**config.mk**
```make
export PLATFORM = sky130hd
export DESIGN_NAME = banner_scroller_flat
export DESIGN_NICKNAME = d
export VERILOG_FILES = /design/src/rtl/banner_pkg.sv /design/src/rtl/banner_scroller_if.sv /design/src/rtl/banner_scroller_seg7_decoder.sv /design/src/rtl/banner_scroller.sv /design/src/flat_wrapper.sv
export SDC_FILE = /design/constraint.sdc
export NUM_CORES = 1
export LEC_CHECK = 0
export CAP_MARGIN = 0
export CORE_ASPECT_RATIO = 1.25
export CORE_UTILIZATION = 25
export CTS_CLUSTER_DIAMETER = 50
export DETAILED_ROUTE_END_ITERATION = 12
export GPL_TIMING_DRIVEN = 1
export PLACE_DENSITY_LB_ADDON = 0.05
export SYNTH_ARGS = -nofsm -noshare
export SYNTH_HDL_FRONTEND = slang
export SYNTH_HIERARCHICAL = 1
export SYNTH_SLANG_ARGS = --single-unit
```
**constraint.sdc**
```tcl
create_clock -name clk -period 5.9 [get_ports clk]
set_clock_uncertainty 0.1 [all_clocks]
set_input_delay 1.77 -clock clk [delete_from_list [all_inputs] [get_ports clk]]
set_output_delay 1.77 -clock clk [all_outputs]
set_load 0.1 [all_outputs]
```
**src/rtl/banner_pkg.sv**
```systemverilog
// Character codes, 7-segment glyph table and output polarity helper
// shared by the banner scroller and its decoder.
package banner_pkg;

    localparam int CHAR_W = 5;
    typedef logic [CHAR_W-1:0] char_t;

    localparam char_t CH_BLANK = 5'h10;
    localparam char_t CH_H     = 5'h11;
    localparam char_t CH_L     = 5'h12;
    localparam char_t CH_N     = 5'h13;
    localparam char_t CH_O     = 5'h14;
    localparam char_t CH_P     = 5'h15;
    localparam char_t CH_R     = 5'h16;
    localparam char_t CH_T     = 5'h17;
    localparam char_t CH_U     = 5'h18;
    localparam char_t CH_Y     = 5'h19;
    localparam char_t CH_DASH  = 5'h1A;
    localparam char_t CH_UNDER = 5'h1B;
    localparam char_t CH_J     = 5'h1C;
    localparam char_t CH_G     = 5'h1D;
    localparam char_t CH_DEG   = 5'h1E;
    localparam char_t CH_DOT   = 5'h1F;

    // Active-high glyphs, bit order {g,f,e,d,c,b,a}.
    function automatic logic [6:0] seg7_of(char_t code);
        logic [6:0] s;
        case (code)
            5'h00:    s = 7'h3F;
            5'h01:    s = 7'h06;
            5'h02:    s = 7'h5B;
            5'h03:    s = 7'h4F;
            5'h04:    s = 7'h66;
            5'h05:    s = 7'h6D;
            5'h06:    s = 7'h7D;
            5'h07:    s = 7'h07;
            5'h08:    s = 7'h7F;
            5'h09:    s = 7'h6F;
            5'h0A:    s = 7'h77;
            5'h0B:    s = 7'h7C;
            5'h0C:    s = 7'h39;
            5'h0D:    s = 7'h5E;
            5'h0E:    s = 7'h79;
            5'h0F:    s = 7'h71;
            CH_H:     s = 7'h76;
            CH_L:     s = 7'h38;
            CH_N:     s = 7'h54;
            CH_O:     s = 7'h5C;
            CH_P:     s = 7'h73;
            CH_R:     s = 7'h50;
            CH_T:     s = 7'h78;
            CH_U:     s = 7'h3E;
            CH_Y:     s = 7'h6E;
            CH_DASH:  s = 7'h40;
            CH_UNDER: s = 7'h08;
            CH_J:     s = 7'h1E;
            CH_G:     s = 7'h3D;
            CH_DEG:   s = 7'h63;
            default:  s = 7'h00;
        endcase
        return s;
    endfunction

    function automatic logic dp_of(char_t code);
        return code == CH_DOT;
    endfunction

    function automatic logic [6:0] pol7(logic [6:0] v, bit active_low);
        return active_low ? ~v : v;
    endfunction

endpackage

```
**src/rtl/banner_scroller_if.sv**
```systemverilog
// System-side strobes, message write port and display outputs of the scroller.
interface banner_scroller_if #(
    parameter int unsigned N_DIGITS = 4,
    parameter int unsigned MSG_LEN  = 16
);
    import banner_pkg::*;

    localparam int AW = (MSG_LEN > 1) ? $clog2(MSG_LEN) : 1;

    logic                tick_display;
    logic                tick_banner;
    logic                scroll_en;
    logic                msg_wr_en;
    logic [AW-1:0]       msg_wr_addr;
    char_t               msg_wr_data;
    logic [N_DIGITS-1:0] an;
    logic [6:0]          seg;
    logic                dp;
    logic [AW-1:0]       scroll_pos;

    modport master (
        output tick_display, tick_banner, scroll_en, msg_wr_en, msg_wr_addr, msg_wr_data,
        input  an, seg, dp, scroll_pos
    );

    modport slave (
        input  tick_display, tick_banner, scroll_en, msg_wr_en, msg_wr_addr, msg_wr_data,
        output an, seg, dp, scroll_pos
    );

endinterface

```
**src/rtl/banner_scroller_seg7_decoder.sv**
```systemverilog
// Combinational character-code to active-high segment/dp decode.
module seg7_decoder
    import banner_pkg::*;
(
    input  char_t      code,
    output logic [6:0] seg,
    output logic       dp
);

    always_comb begin
        seg = seg7_of(code);
        dp  = dp_of(code);
    end

endmodule

```
**src/rtl/banner_scroller.sv**
```systemverilog
// Scrolling message banner on a multiplexed 7-segment display: edge-detected
// scan/scroll strobes, resettable message store, registered digit outputs.
module banner_scroller
    import banner_pkg::*;
#(
    parameter int unsigned N_DIGITS   = 4,
    parameter int unsigned MSG_LEN    = 16,
    parameter bit          ACTIVE_LOW = 1'b1
) (
    input logic             clk,
    input logic             rst,
    banner_scroller_if.slave bus
);

    localparam int AW = (MSG_LEN > 1) ? $clog2(MSG_LEN) : 1;
    localparam int DW = (N_DIGITS > 1) ? $clog2(N_DIGITS) : 1;

    localparam logic [N_DIGITS-1:0] AN_OFF  = {N_DIGITS{ACTIVE_LOW}};
    localparam logic [6:0]          SEG_OFF = {7{ACTIVE_LOW}};

    logic                tick_display_q, tick_display_d;
    logic                tick_banner_q,  tick_banner_d;
    logic [DW-1:0]       digit_sel_q,    digit_sel_d;
    logic [AW-1:0]       scroll_pos_q,   scroll_pos_d;
    char_t               mem_q [MSG_LEN];
    char_t               mem_d [MSG_LEN];
    logic [N_DIGITS-1:0] an_q,  an_d;
    logic [6:0]          seg_q, seg_d;
    logic                dp_q,  dp_d;

    logic                d_rise, b_rise;
    logic [AW:0]         char_sum;
    logic [AW-1:0]       char_idx;
    char_t               char_sel;
    logic [N_DIGITS-1:0] an_onehot;
    logic [6:0]          seg_raw;
    logic                dp_raw;

    seg7_decoder u_dec (
        .code (char_sel),
        .seg  (seg_raw),
        .dp   (dp_raw)
    );

    always_comb begin
        // NOTE: every signal driven here gets a default first, so no path can leave it unassigned and infer a latch.
        tick_display_d = bus.tick_display;
        tick_banner_d  = bus.tick_banner;
        d_rise         = bus.tick_display & ~tick_display_q;
        b_rise         = bus.tick_banner  & ~tick_banner_q;
        digit_sel_d    = digit_sel_q;
        scroll_pos_d   = scroll_pos_q;
        mem_d          = mem_q;
        an_d           = an_q;
        seg_d          = seg_q;
        dp_d           = dp_q;
        an_onehot      = '0;

        if (d_rise) begin
            digit_sel_d = (digit_sel_q == DW'(N_DIGITS - 1)) ? '0 : digit_sel_q + DW'(1);
        end
        if (b_rise && bus.scroll_en) begin
            scroll_pos_d = (scroll_pos_q == AW'(MSG_LEN - 1)) ? '0 : scroll_pos_q + AW'(1);
        end

        // Explicit wrap so non-power-of-two message lengths index correctly.
        char_sum = {1'b0, scroll_pos_d} + (AW + 1)'(digit_sel_d);
        if (char_sum >= (AW + 1)'(MSG_LEN)) begin
            char_sum = char_sum - (AW + 1)'(MSG_LEN);
        end
        char_idx = char_sum[AW-1:0];
        // Reads the store before this edge's write lands: a same-cycle write shows on the next visit.
        char_sel = mem_q[char_idx];

        an_onehot[digit_sel_d] = 1'b1;
        if (d_rise) begin
            an_d  = ACTIVE_LOW ? ~an_onehot : an_onehot;
            seg_d = pol7(seg_raw, ACTIVE_LOW);
            dp_d  = ACTIVE_LOW ? ~dp_raw : dp_raw;
        end

        if (bus.msg_wr_en && (32'(bus.msg_wr_addr) < MSG_LEN)) begin
            mem_d[bus.msg_wr_addr] = bus.msg_wr_data;
        end
    end

    always_ff @(posedge clk) begin
        // NOTE: state updates use non-blocking assignment so every flop samples the pre-edge values.
        if (rst) begin
            tick_display_q <= 1'b0;
            tick_banner_q  <= 1'b0;
            digit_sel_q    <= '0;
            scroll_pos_q   <= '0;
            an_q           <= AN_OFF;
            seg_q          <= SEG_OFF;
            dp_q           <= ACTIVE_LOW;
            // NOTE: the message must read blank straight out of reset, so the store is resettable flops, not a RAM macro.
            for (int i = 0; i < int'(MSG_LEN); i++) begin
                mem_q[i] <= CH_BLANK;
            end
        end else begin
            tick_display_q <= tick_display_d;
            tick_banner_q  <= tick_banner_d;
            digit_sel_q    <= digit_sel_d;
            scroll_pos_q   <= scroll_pos_d;
            an_q           <= an_d;
            seg_q          <= seg_d;
            dp_q           <= dp_d;
            mem_q          <= mem_d;
        end
    end

    assign bus.an         = an_q;
    assign bus.seg        = seg_q;
    assign bus.dp         = dp_q;
    assign bus.scroll_pos = scroll_pos_q;

endmodule
```
**src/flat_wrapper.sv**
```systemverilog
// flat-port wrapper written by rule: the top's interface ports become plain ports
module banner_scroller_flat import banner_pkg::*;
#(
    parameter int unsigned N_DIGITS   = 4,
    parameter int unsigned MSG_LEN    = 16,
    parameter bit          ACTIVE_LOW = 1'b1
)
  (clk, rst, bus_tick_display, bus_tick_banner, bus_scroll_en, bus_msg_wr_en, bus_msg_wr_addr, bus_msg_wr_data, bus_an, bus_seg, bus_dp, bus_scroll_pos);
  banner_scroller_if #(.N_DIGITS(N_DIGITS), .MSG_LEN(MSG_LEN)) bus_i ();
  input logic clk;
  input logic rst;
  input wire logic [$bits(bus_i.tick_display)-1:0] bus_tick_display;
  input wire logic [$bits(bus_i.tick_banner)-1:0] bus_tick_banner;
  input wire logic [$bits(bus_i.scroll_en)-1:0] bus_scroll_en;
  input wire logic [$bits(bus_i.msg_wr_en)-1:0] bus_msg_wr_en;
  input wire logic [$bits(bus_i.msg_wr_addr)-1:0] bus_msg_wr_addr;
  input wire logic [$bits(bus_i.msg_wr_data)-1:0] bus_msg_wr_data;
  output wire logic [$bits(bus_i.an)-1:0] bus_an;
  output wire logic [$bits(bus_i.seg)-1:0] bus_seg;
  output wire logic [$bits(bus_i.dp)-1:0] bus_dp;
  output wire logic [$bits(bus_i.scroll_pos)-1:0] bus_scroll_pos;
  assign bus_i.tick_display = bus_tick_display;
  assign bus_i.tick_banner = bus_tick_banner;
  assign bus_i.scroll_en = bus_scroll_en;
  assign bus_i.msg_wr_en = bus_msg_wr_en;
  assign bus_i.msg_wr_addr = bus_msg_wr_addr;
  assign bus_i.msg_wr_data = bus_msg_wr_data;
  assign bus_an = bus_i.an;
  assign bus_seg = bus_i.seg;
  assign bus_dp = bus_i.dp;
  assign bus_scroll_pos = bus_i.scroll_pos;
  banner_scroller #(.N_DIGITS(N_DIGITS), .MSG_LEN(MSG_LEN), .ACTIVE_LOW(ACTIVE_LOW)) u_core (.clk(clk), .rst(rst), .bus(bus_i));
endmodule
```
==> flow_summary.ini, run 1 <==
[outcome]
status = completed

[power_and_ir_drop]
power_leakage_nw = 2.35
vdd_ir_drop_max_uv = 122
total_power_mw = 1.60
power_density_nw_per_um2 = 259

[die]
design.portCount = 31
floorplan.initialDensity = 0.257
fp.dieH_um = 161
floorplan.die_area_um2 = 20700
placementRows = 57
die-width_um = 129
coreArea_um2 = 19500

[clock_tree]
clock_buffer_count_from_cts = 9
clock-sinks = 100
insertion_delay_ns = 0.36
cts_tree = built
cts.reportedPaths.clkPinSlew_ns = 0.07
htree_levels = 3
cts.repair_timing.setup_buffer_count = 0
ctsHoldBuffers = 0
cts-resized-gates = 0
clock_tree.buffer_depth = 2
clock-root-buffer = clkbuf_16

[critical_path]
rr_startpoint = u_core/bus.scroll_pos[0]
path_max_fanout = 13
worst-endpoint-required_ns = 6.04
worstPathArrival_ns = 5.79
reg2reg_setup_slack_ns = 1.55
critical_path.endpoint_type = flop
critical_path.reg2reg.endpoint = u_core/bus.seg[6]
ff2ff_path_depth = 16
crit_path_kind = in -> reg
startpoint_type = input port

[synthesis]
synth_cells = 496
post-synth-top-area-cell = dfxtp_1
synth_area_per_cell_um2 = 10.1
mappedNetlistNets = 523
ys.flop_type = dfxtp_1
ys_seq_area_frac = 0.398
register_bit_count_reported_by_yosys = 100
synth_cell_type_count = 53
post-synth-top-area-fraction = 0.398
warnings_synthesis = 6
ys_async_sr_fraction = 0
syn_area_um2 = 5020
post_synth_main_area_contributors = dfxtp_1 40%, mux2i_1 16%, mux4_2 9.4%
synth_enable_flop_cells = 0

[drt]
postRouteWirelength_mm = 13.9
ant_nets = 0
drt-pass1-iter-count = 4
avgViaCountPerCell = 4.60
drt_drc_violations_left = 0
avgRoutedWirePerCell_um = 17.0
initialDrtViolationCount = 182
vias = 3742

[worst_hold_path]
worst_hold_startpoint = u_core/mem_q[78]
holdPathStages = 2
worstHoldEndpoint = u_core/mem_q[78]
worst_hold_check_path_type = reg -> reg

[global_route]
overflow = 0
grt_antenna_before_repair = 0
via_count_of_the_first_global_routing_pass = 3784
grt_max_degree = 52
grt_first_pass_wirelength_mm = 21.7
grtUsageTotal = 0.142

[sta]
final.setup.worst_slack_ns = 0.253
tightestPinTransition_ns = 1.02
rsz0062_at_grt = no
layout_min_cycle_time_ns = 5.65
timing_hold_violations_final = 0
setup_violations = 0
fmaxAchievable_mhz = 177
maxSlewViolCount = 0
layout_worst_path_cycle_share = 0.957
slew_headroom = 0.320

[place]
dp_hpwl_mm = 9.68
port_buffers = 30
gp_congestion = 0.733
pre_cts_ws_ns = -0.179

[finish]
drive_above_1_share = 0.182
antennaDiodeCount = 0
layout-area-overhead-vs-synth_pct = 23.2
finish.net_count = 572

[flow_run]
max_cap_viol_count = 0
Yosys cell counts (2+ instances only):
master	count
nand4b_1	2
nand2b_1	11
or3_1	4
and2_1	3
mux2i_1	78
buf_1	2
ha_1	11
nand3b_1	3
o21ai_0	6
a211o_1	19
buf_2	6
a21oi_1	10
mux2_4	2
a211oi_1	2
o22ai_1	4
buf_4	2
mux4_2	21
inv_1	10
a31o_1	2
nor2b_1	16
a311oi_1	2
o2111ai_1	2
nor2_1	82
nand2_1	29
buf_6	3
clkbuf_1	22
o211ai_1	8
a31oi_1	2
nand3_1	9
dfxtp_1	100
flip-flops by register name, indices dropped and copies added (netlist names):
register,flops
u_core/mem_q,80
u_core/bus.seg,7
u_core/bus.an,4
u_core/bus.scroll_pos,4
u_core/digit_sel_q,2
u_core/bus.dp,1
u_core/tick_banner_q,1
u_core/tick_display_q,1
worst max-delay path by stage:
stage                      from                 to  slack (ns)  cells after the start
2_1_floorplan  bus_tick_display  u_core/bus.seg[6]        0.18                     18
3_3_place_gp   bus_tick_display  u_core/bus.seg[3]       -0.20                     16
3_5_place_dp   bus_tick_display  u_core/bus.seg[0]       -0.18                     18
4_1_cts        bus_tick_display  u_core/bus.seg[5]        0.17                     17
5_1_grt        bus_tick_display  u_core/bus.seg[3]       0.006                     16
6_report       bus_tick_display  u_core/bus.seg[6]        0.25                     17
area by class of cell:
class / count / area (um2)
clock inverter: 4 / 57.6
timing repair buffer: 73 / 668
multi-input combinational: 351 / 2840
clock buffer: 11 / 253
tap: 265 / 332
inverter: 10 / 37.5
fill: 2071 / 13300
sequential: 100 / 2000
critical path, stage by stage:
cell	delay, ns
clkdlybuf4s50_1	0.48
nand2b_1	0.07
or3_1	0.33
nand2_1	0.09
ha_1	0.18
inv_1	0.06
fa_1	0.54
buf_12	0.19
mux4_2	0.53
mux2i_2	0.24
mux2i_2	0.13
ha_1	0.23
mux2_4	0.27
a221oi_2	0.23
a31o_1	0.13
nor2_1	0.04
a211o_1	0.26
metal layers:
layer	wire (um)	track usage	vias up
li1	-	-	1869
met1	6300	0.175	1804
met2	6990	0.248	53
met3	352	0.0227	16
met4	228	0.0508	0
met5	0	0	-
cells in the final DEF, fill, tap and decap left out, drive strengths merged, types with 2 or more instances in the layout:
| cell type | synthesis | layout |
|---|---|---|
| nand3 | 10 | 10 |
| nand2b | 11 | 11 |
| a311oi | 2 | 2 |
| clkdlybuf4s50 | 0 | 29 |
| o2111ai | 2 | 2 |
| o211ai | 9 | 9 |
| xnor2 | 2 | 2 |
| a21oi | 10 | 10 |
| and2 | 3 | 3 |
| a31o | 2 | 2 |
| ha | 11 | 11 |
| or3 | 4 | 4 |
| buf | 13 | 44 |
| mux2i | 78 | 78 |
| nand4b | 2 | 2 |
| inv | 10 | 11 |
| mux4 | 21 | 21 |
| a211o | 19 | 19 |
| o21ai | 6 | 6 |
| dfxtp | 100 | 100 |
| a21o | 2 | 2 |
| o22ai | 4 | 4 |
| a211oi | 3 | 3 |
| nand3b | 3 | 3 |
| nor3b | 2 | 2 |
| mux2 | 3 | 3 |
| a31oi | 2 | 2 |
| nand2 | 29 | 29 |
| nor2b | 16 | 16 |
| clkbuf | 22 | 11 |
| nor2 | 82 | 82 |
through the flow:
stage | TNS [ns] | utilization | hold slack (ns) | area [um2] | cells
floorplan | 0 | - | 0.330 | 5020 | 496
global placement | -1.17 | 0.300 | 0.342 | 5860 | 799
detailed placement | -0.981 | 0.300 | 0.349 | 5860 | 799
CTS | 0 | 0.316 | 0.366 | 6170 | 814
global route | 0 | 0.317 | 0.382 | 6190 | 814
finish | 0 | 0.317 | 0.361 | 6190 | 814
power breakdown:
part           total (mW)  switching [mW]  internal (mW)
Combinational       0.268           0.159          0.109
Clock               0.637           0.282          0.354
Sequential          0.699         0.00871          0.690
Total                1.60           0.451           1.15
cells by family (layout without fill, tap and decap cells):
group / Yosys count / in the layout / synth area share
simple gates: 168 / 168 / 0.160
mux: 102 / 102 / 0.258
flops: 100 / 100 / 0.398
compound gates: 67 / 67 / 0.103
buf+inv: 45 / 98 / 0.0411
fa+ha+maj: 12 / 12 / 0.0314
xor+xnor: 2 / 2 / 0.00872
Note: power is estimated with default switching activity, not from simulation.
==> inputs of run 2 (changes only) <==
--- a/constraint.sdc
+++ b/constraint.sdc
@@ -4,2 +4,2 @@
 set_output_delay 1.77 -clock clk [all_outputs]
-set_load 0.1 [all_outputs]
+set_load 0.05 [all_outputs]
==> results of run 2 <==
Same layout as run 1 (identical final DEF). Status: completed.
Main changes from that run: total power 1.60 mW -> 1.58 mW
==> inputs of run 3 (changes only) <==
- CORE_UTILIZATION: 25 -> 59
- clock period: 5.9 -> 6.2 ns (I/O delays scaled with it)
==> flow_summary.ini, run 3 (synthesis results as in run 1) <==
[critical_path]
path_max_fanout = 20
critPathTopFamily = adder cells
critical_path.endpoint_type = flop
crit_path_cell_trace = clkdlybuf4s50_1 -> nand3b_1 -> a311oi_1 -> a21o_2 -> ha_1 -> inv_1 -> fa_1 -> buf_12 -> mux4_2 -> mux2i_1 -> mux2i_1 -> inv_1 -> ha_1 -> nor2b_1 -> a211o_1 -> a31o_1 -> o211ai_1
startpoint_type = input port
crit_path_kind = in -> reg
worst-endpoint-required_ns = 6.38
critPathMaxStageDelay_ns = 0.54
total_buffers_and_inverters_traversed_by_the_critical_path = 4
worstPathArrival_ns = 5.95
slowest_stage = fa_1

[sta]
layout_worst_path_cycle_share = 0.931
layout_min_cycle_time_ns = 5.77
maxSlewViolCount = 0
setup_violations = 0
slew_headroom = 0.391
fmaxAchievable_mhz = 173
tightestPinTransition_ns = 0.913
rsz0062_at_grt = no
final.setup.worst_slack_ns = 0.430
timing_hold_violations_final = 0
fin_tns_setup_ns = 0

[clock_tree]
ctsHoldBuffers = 0
clock-root-buffer = clkbuf_8
clock-sinks = 100
htree_levels = 3
cts.repair_timing.setup_buffer_count = 0
cts.reportedPaths.clkPinSlew_ns = 0.09
clock_tree.buffer_depth = 2
insertion_delay_ns = 0.36
cts-resized-gates = 0
clock_buffer_count_from_cts = 9
cts_tree = built

[drt]
avgViaCountPerCell = 5.95
drt-pass1-iter-count = 8
vias = 3681
avgRoutedWirePerCell_um = 17.3
postRouteWirelength_mm = 10.7
drt_drc_violations_left = 6
initialDrtViolationCount = 119
ant_nets = 0

[finish]
largest_register_ff_count = 80
largest_register = u_core/mem_q
antennaDiodeCount = 0
sequential_area_um2 = 2000
layout.cells.most_common_list = 100 x dfxtp_1, 82 x nor2_1, 76 x mux2i_1
finish.cell_count_without_fillers = 619
num-fill-cells = 681
multi_input_area_um2 = 2820
layout-area-overhead-vs-synth_pct = 12.6
drive_above_1_share = 0.128
finish.net_count = 544
mostFrequentLayoutCell = dfxtp_1

[power_and_ir_drop]
vdd_ir_drop_max_uv = 153
power_density_nw_per_um2 = 236
internal_power_mw = 0.984
p_sw_mw = 0.348
combPwrFrac = 0.153
total_power_mw = 1.33
swShare = 0.261
sequentialPowerShare = 0.499
power_leakage_nw = 2.17
clock_power_share = 0.348

[global_route]
via_count_of_the_first_global_routing_pass = 3639
grt_antenna_before_repair = 0
overflow = 0
grtUsageTotal = 0.254
grt_first_pass_wirelength_mm = 17.7
grt_max_degree = 90

[place]
port_buffers = 30
dp.cells = 603
pre_cts_ws_ns = 0.0865
gp_congestion = 0.847
dp_hpwl_mm = 7.55

[die]
design.portCount = 31
floorplan.die_area_um2 = 8890
die-width_um = 84.5
fp.dieH_um = 105
placementRows = 37
floorplan.initialDensity = 0.610
coreArea_um2 = 8240

[worst_hold_path]
worst_hold_check_path_type = reg -> reg

[flow_run]
max_cap_viol_count = 0

[outcome]
failing_checks = DRC
status = finished, violations left
==> run 3: final timing paths <==
path	endpoint	cells after the start	startpoint	slack, ns
worst min register to register	u_core/mem_q[78]	2	u_core/mem_q[78]	0.36
worst min-delay path	u_core/mem_q[78]	2	u_core/mem_q[78]	0.36
worst max register to register	u_core/bus.seg[5]	16	u_core/bus.scroll_pos[0]	1.82
worst max-delay path	u_core/bus.seg[5]	17	bus_tick_banner	0.43
==> run 3: layer usage <==
layer / wire length [um] / up-vias / part of all wire / GRT usage
li1: - / 1807 / - / -
met4: 175 / 0 / 0.016 / 0.0969
met3: 294 / 15 / 0.027 / 0.0387
met1: 4690 / 1788 / 0.44 / 0.311
met2: 5550 / 71 / 0.52 / 0.447
met5: 0 / - / 0 / 0
==> run 3: metrics by stage <==
step / instance area [um2] / util / hold WS, ns
final: 5660 / 0.686 / 0.361
after CTS: 5660 / 0.686 / 0.362
after global placement: 5430 / 0.659 / 0.343
after global routing: 5660 / 0.686 / 0.386
after floorplan: 5020 / - / 0.330
after detailed placement: 5430 / 0.659 / 0.348
==> run 3: final cells by class <==
class | count | area share
Sequential cell | 100 | 0.354
Inverter | 10 | 0.00664
Clock inverter | 5 | 0.0150
Clock buffer | 11 | 0.0250
Timing Repair Buffer | 45 | 0.0787
Tap cell | 97 | 0.0215
Multi-Input combinational cell | 351 | 0.499
==> run 3: power by group through the flow <==
stage          Clock, mW  Combinational, mW  Sequential, mW
2_1_floorplan          0              0.124           0.698
3_3_place_gp           0              0.202           0.679
3_5_place_dp           0              0.205           0.680
4_1_cts            0.477              0.206           0.665
5_1_grt            0.498              0.220           0.667
6_report           0.464              0.204           0.665
==> run 3: worst reg2reg max path, cell delays in order, from the launching register on <==
cell and delay, ns:
dfxtp_1 0.39, ha_1 0.29, a311oi_1 0.28, a21o_2 0.15, ha_1 0.17, inv_1 0.06, fa_1 0.54, buf_12 0.21
mux4_2 0.54, mux2i_1 0.17, mux2i_1 0.14, inv_1 0.16, ha_1 0.30, nor2b_1 0.17, a211o_1 0.27, a31o_1 0.21
o211ai_1 0.16
